**src/rtl/instr_fetch_pkg.sv**
```systemverilog
// core_defines for the fetch stage: NOP encoding, fetch FSM encodings and the
// {addr, instr} prefetch entry shared by instr_fetch and fetch_fifo.
`ifndef INSTR_FETCH_CORE_DEFINES
`define INSTR_FETCH_CORE_DEFINES
`define INSTR_NOP 32'h0000_0013
`define IF_IDLE   2'd0
`define IF_REQ    2'd1
`define IF_WAIT   2'd2
`define IF_DROP   2'd3
`endif

package instr_fetch_pkg;

    localparam logic [31:0] INSTR_NOP = `INSTR_NOP;

    localparam logic [1:0] IF_IDLE = `IF_IDLE;
    localparam logic [1:0] IF_REQ  = `IF_REQ;
    localparam logic [1:0] IF_WAIT = `IF_WAIT;
    localparam logic [1:0] IF_DROP = `IF_DROP;

    typedef struct packed {
        logic [31:0] addr;
        logic [31:0] instr;
    } fetch_entry_t;

    // Fetch addresses are always word aligned; low bits of targets are dropped.
    function automatic logic [31:0] word_align(input logic [31:0] a);
        return a & 32'hFFFF_FFFC;
    endfunction

endpackage

```
**src/rtl/fetch_fifo.sv**
```systemverilog
// Prefetch buffer for the fetch stage: synchronous FIFO of {addr, instr}
// entries. Flush wins over push; a pop on an empty FIFO is ignored.
module fetch_fifo
    import instr_fetch_pkg::*;
#(
    parameter int DEPTH = 2
) (
    input  logic                     clk,
    input  logic                     rst,
    input  logic                     push,
    input  logic                     pop,
    input  logic                     flush,
    input  fetch_entry_t             wdata,
    output fetch_entry_t             head,
    output logic [$clog2(DEPTH):0]   count
);

    localparam int AW = $clog2(DEPTH);
    localparam int CW = AW + 1;

    fetch_entry_t    mem_q [DEPTH];
    logic [AW-1:0]   rd_q;
    logic [AW-1:0]   wr_q;
    logic [CW-1:0]   count_q;
    logic            full;
    logic            empty;
    logic            do_push;
    logic            do_pop;

    assign full    = (count_q == CW'(DEPTH));
    assign empty   = (count_q == '0);
    assign do_pop  = pop && !empty;
    assign do_push = push && !flush && (!full || do_pop);

    // DEPTH is a power of two, so the pointers wrap naturally.
    always_ff @(posedge clk or posedge rst) begin
        if (rst) begin
            rd_q    <= '0;
            wr_q    <= '0;
            count_q <= '0;
        end else if (flush) begin
            rd_q    <= '0;
            wr_q    <= '0;
            count_q <= '0;
        end else begin
            if (do_push) wr_q <= wr_q + 1'b1;
            if (do_pop)  rd_q <= rd_q + 1'b1;
            count_q <= count_q + CW'(do_push) - CW'(do_pop);
        end
    end

    always_ff @(posedge clk) begin
        if (do_push) mem_q[wr_q] <= wdata;
    end

    assign head  = mem_q[rd_q];
    assign count = count_q;

endmodule

```
**src/rtl/instr_fetch.sv**
```systemverilog
// Hidamari instruction fetch: PC, single-outstanding req/gnt/rvalid fetch and a
// prefetch FIFO feeding decode. Optional FETCH_BYPASS_EN presents rvalid data directly.
module instr_fetch
    import instr_fetch_pkg::*;
#(
    parameter logic [31:0] RESET_PC   = 32'h0000_0000,
    parameter int          FIFO_DEPTH = 2
) (
    input  logic        clk,
    input  logic        rst,
    output logic        if_mem_req_out,
    output logic [31:0] if_mem_addr_out,
    input  logic        if_mem_gnt_in,
    input  logic        if_mem_rvalid_in,
    input  logic [31:0] if_mem_rdata_in,
    input  logic        if_jump_en_in,
    input  logic [31:0] if_jump_addr_in,
    input  logic        if_stall_in,
    output logic [31:0] if_instr_addr_out,
    output logic [31:0] if_instr_out,
    output logic        if_instr_valid_out
);

    localparam int CW = $clog2(FIFO_DEPTH) + 1;

    logic [1:0]    state_q, state_d;
    logic [31:0]   pc_q, pc_d;
    logic [31:0]   req_pc_q, req_pc_d;
    logic [CW-1:0] count;
    fetch_entry_t  head;
    fetch_entry_t  rsp;
    fetch_entry_t  out;
    logic          fifo_valid;
    logic          accept;
    logic          bypass;
    logic          push;
    logic          pop;
    logic          valid;

    assign if_mem_req_out  = (state_q == IF_REQ) && (count < CW'(FIFO_DEPTH));
    assign if_mem_addr_out = pc_q;

    always_comb begin
        state_d  = state_q;
        pc_d     = pc_q;
        req_pc_d = req_pc_q;
        case (state_q)
            IF_IDLE: state_d = IF_REQ;
            IF_REQ: begin
                if (if_mem_req_out && if_mem_gnt_in) begin
                    req_pc_d = pc_q;
                    state_d  = if_jump_en_in ? IF_DROP : IF_WAIT;
                end
            end
            IF_WAIT: begin
                if (if_mem_rvalid_in) begin
                    state_d = IF_REQ;
                    if (!if_jump_en_in) pc_d = pc_q + 32'd4;
                end else if (if_jump_en_in) begin
                    state_d = IF_DROP;
                end
            end
            IF_DROP: begin
                if (if_mem_rvalid_in) state_d = IF_REQ;
            end
            default: state_d = IF_IDLE;
        endcase
        // A redirect overrides any sequential PC update.
        if (if_jump_en_in) pc_d = word_align(if_jump_addr_in);
    end

    always_ff @(posedge clk or posedge rst) begin
        if (rst) begin
            state_q  <= IF_IDLE;
            pc_q     <= word_align(RESET_PC);
            req_pc_q <= word_align(RESET_PC);
        end else begin
            state_q  <= state_d;
            pc_q     <= pc_d;
            req_pc_q <= req_pc_d;
        end
    end

    assign fifo_valid = (count != '0);
    assign accept     = (state_q == IF_WAIT) && if_mem_rvalid_in && !if_jump_en_in;
    assign rsp        = '{addr: req_pc_q, instr: if_mem_rdata_in};

`ifdef FETCH_BYPASS_EN
    // Response lands straight on the outputs when nothing older is queued.
    assign bypass = accept && !fifo_valid;
`else
    assign bypass = 1'b0;
`endif

    assign push  = accept && (!bypass || if_stall_in);
    assign valid = (fifo_valid || bypass) && !if_jump_en_in;
    assign pop   = fifo_valid && !if_jump_en_in && !if_stall_in;
    assign out   = bypass ? rsp : head;

    fetch_fifo #(
        .DEPTH (FIFO_DEPTH)
    ) u_fifo (
        .clk   (clk),
        .rst   (rst),
        .push  (push),
        .pop   (pop),
        .flush (if_jump_en_in),
        .wdata (rsp),
        .head  (head),
        .count (count)
    );

    assign if_instr_valid_out = valid;
    assign if_instr_addr_out  = valid ? out.addr  : 32'h0;
    assign if_instr_out       = valid ? out.instr : INSTR_NOP;

endmodule

```
**config.mk**
```make
export PLATFORM = sky130hd
export DESIGN_NAME = instr_fetch
export DESIGN_NICKNAME = d
export VERILOG_FILES = /design/src/rtl/instr_fetch_pkg.sv /design/src/rtl/fetch_fifo.sv /design/src/rtl/instr_fetch.sv
export SDC_FILE = /design/constraint.sdc
export NUM_CORES = 1
export LEC_CHECK = 0
export CAP_MARGIN = 20
export CORE_ASPECT_RATIO = 1.2
export CORE_UTILIZATION = 38
export DETAILED_ROUTE_END_ITERATION = 7
export HOLD_SLACK_MARGIN = 0.02
export SLEW_MARGIN = 15
export SYNTH_ARGS = -nofsm -noshare
export SYNTH_HDL_FRONTEND = slang
export SYNTH_SLANG_ARGS = --single-unit
export TNS_END_PERCENT = 10
```
**constraint.sdc**
```tcl
create_clock -name clk -period 4.85 [get_ports clk]
set_input_delay 0.97 -clock clk [delete_from_list [all_inputs] [get_ports clk]]
set_output_delay 0.97 -clock clk [all_outputs]
set_load 0.01 [all_outputs]
```
==> results.json <==
{
  "slew_violations": 0,
  "setup_ws_ns": 1.02,
  "synth-simple-area-share_pct": 12.1,
  "ioPinCount": 168,
  "grt_max_degree": 65,
  "period_minus_slack_ns": 3.83,
  "hp-class": "reg2reg",
  "drt_pass1_iterations": 4,
  "synth-adder-area-share_pct": 0.780,
  "muxShareOfSynthArea_pct": 11.5,
  "synth_area_sq_um": 8030,
  "area_growth_pct": 31.5,
  "ant_nets": 0,
  "globalRoute.totalOverflow": 0,
  "synth_edf_count": 124,
  "clockBufferDepth": 2,
  "via_count": 5311,
  "layout-drive-gt1-share_pct": 10.3,
  "grt_pass1_wl_mm": 28.1,
  "setup_viol": 0,
  "finalCritPeriodShare_pct": 79.1,
  "tns_ns": 0,
  "max-slew-margin-rel_pct": 51.9,
  "synth_top_family_by_area": "simple AND/OR/NAND/NOR gates",
  "die-area_sq_um": 21700,
  "numPortBuffers": 161,
  "ys_warn_count": 0,
  "synth_compound_area_share_pct": 4.68,
  "p_clk_share_pct": 33.1,
  "place_hpwl_mm": 11.9,
  "fp.dieW_um": 135,
  "path_clk_slew_ns": 0.07,
  "crit_path_max_fanout": 30,
  "ys_seq_elements": 190,
  "grt_use_total_pct": 16.9,
  "p_per_area_nw_per_um2": 396,
  "tightest_slew_ns": 0.720,
  "cts_root_buf": "clkbuf_16",
  "cts_resized": 0,
  "holdBufCountCts": 0,
  "fmax_mhz": 261,
  "ff2ff_setup_slack_ns": 1.96,
  "synthArstFlopShare_pct": 34.7,
  "max-cap-violations": 0,
  "pre_cts_ws_ns": 0.986,
  "clkSinkCount": 190,
  "drt_iter0_markers": 403,
  "die_y_um": 161,
  "cts_tree": "done",
  "cell_internal_pwr_w": 0.00311,
  "clock_latency_ns": 0.42,
  "crit_type": "in2out",
  "p_leak_nw": 3.65,
  "coreArea_sq_um": 20500,
  "cts-htree-levels": 4,
  "start_util_pct": 39.2,
  "startpoint_type": "primary input",
  "wl_mm": 17.4,
  "status": "finished, final reports clean",
  "max-vdd-ir-drop_v": 0.000257,
  "diodes": 0,
  "p_sw_w": 0.00108,
  "ys_types": 47,
  "cts_setup_buffers": 0,
  "synthFlopType": "edfxtp_1",
  "place_congestion": 0.786,
  "clock_skew_ns": 0.0109,
  "rsz0062_at_grt": "false",
  "hold_viol": 0,
  "antenna_found_initial": 0,
  "hold_path_startpoint": "req_pc_q[23]",
  "r2r-start": "state_q[0]",
  "arrival_ns": 2.86,
  "combPwrFrac_pct": 15.0,
  "ys_seq_area_share_pct": 67.0,
  "synth_xor_area_share_pct": 1.42,
  "crit_path_start": "if_jump_en_in",
  "row_count": 57,
  "p_sw_share_pct": 25.7,
  "end_kind": "primary output",
  "first_global_vias": 5453,
  "syn-instance-count": 600,
  "cts-buffers-inserted": 17,
  "p_seq_share_pct": 52.0,
  "nets": 836,
  "drc": 0,
  "critPathRequiredTime_ns": 3.88,
  "syn_area_per_cell_sq_um": 13.4,
  "wl_per_cell_um": 16.7,
  "viasPerCell": 5.11
}
[power groups by stage]
stage                     logic, W  registers [W]  clock network (W)
after floorplan           0.000389        0.00215                  0
after global placement    0.000593        0.00219                  0
after global routing      0.000693        0.00220            0.00149
after detailed placement  0.000617        0.00221                  0
final                     0.000626        0.00217            0.00138
after CTS                 0.000624        0.00218            0.00142
[logic make-up (layout without fill, tap and decap cells)]
family | Yosys count | in the layout
AND/OR/NAND/NOR | 197 | 197
flip-flops | 190 | 190
multiplexers | 89 | 89
AO/OA/AOI/OAI | 59 | 59
buffers and inverters | 46 | 217
XOR/XNOR | 13 | 13
adder cells (fa/ha/maj) | 5 | 5
other | 1 | 4
[state kept, by name, summed over array words and instances, names as in the netlist]
| register | flops |
|---|---|
| if_mem_addr_out | 30 |
| state_q | 2 |
| u_fifo.wr_q | 1 |
| u_fifo.mem_q | 124 |
| u_fifo.count | 2 |
| u_fifo.rd_q | 1 |
| req_pc_q | 30 |
[cell usage in the layout, fill, tap and decap left out, types with 5 or more instances in the layout]
cell type        netlist  routed
o311ai_0               6       6
or4_1                  6       6
buf_4                  4       7
xnor2_1                7       7
nand3_1               18      18
mux2_2                24      24
ha_1                   5       5
nand4_1               14      14
inv_1                 13      12
clkdlybuf4s50_1        0     161
nand2_1               42      42
edfxtp_1             124     124
dfrtp_1               66      65
o31ai_1               10      10
mux2i_1               65      65
a31oi_1                8       8
nor3_1                 6       6
xor2_1                 6       6
nor2_1                83      82
clkbuf_16              0      17
o21ai_0               24      24
[area by class of cell]
class | instances | area (sq um)
Fill cell | 1710 | 9910
Sequential cell | 190 | 5380
Multi-Input combinational cell | 367 | 2470
Timing Repair Buffer | 171 | 1730
Clock buffer | 18 | 429
Tap cell | 265 | 332
Clock inverter | 14 | 158
Inverter | 14 | 52.6
[synthesized netlist by cell type, drive strengths merged, types with 4 or more instances]
library cell,n,area (sq um)
nand2,42,158
nand4,16,121
mux2,24,270
dfrtp,66,1650
xnor2,7,61.3
mux2i,65,651
buf,16,93.8
a31oi,8,50.1
o31ai,10,75.1
clkbuf,16,60.1
nor2b,4,25.0
ha,5,62.6
inv,13,48.8
nor2,83,312
o21ai,25,125
and4,4,37.5
o311ai,6,52.6
nor3,6,30.0
xor2,6,52.6
nand3,19,108
or4,6,45.0
edfxtp,124,3720
[path summary, 6_finish.rpt]
check,endpoint,cells after the start
max in group asynchronous,req_pc_q[22],3
worst max register to register,u_fifo.mem_q[1][45],8
min in group asynchronous,if_mem_addr_out[6],2
worst max-delay path,if_instr_addr_out[22],7
worst min register to register,u_fifo.mem_q[1][55],0
worst min-delay path,u_fifo.mem_q[1][55],0
[layer usage]
metal | track usage (%) | wire length [um]
met4 | 6.33 | 306
met5 | 0 | 0
met3 | 3.95 | 852
met2 | 28.9 | 8860
met1 | 20.6 | 7370
[critical path: stages]
cell and delay (ns):
clkdlybuf4s50_1 0.50, clkinv_1 0.13, o21ai_4 0.22, buf_12 0.25
buf_4 0.23, nor2_1 0.07, clkdlybuf4s50_1 0.48
[metrics by stage]
stage	area (sq um)	power, W	util (%)	cells	hold slack (ns)
after floorplan	8040	0.00254	-	603	0.437
after global placement	9920	0.00279	48.5	1005	0.448
after detailed placement	9940	0.00283	48.6	1006	0.458
after CTS	10500	0.00423	51.4	1038	0.475
after global routing	10600	0.00438	51.6	1039	0.483
final	10600	0.00418	51.6	1039	0.471
No activity file was read; power rests on OpenSTA's default activity.
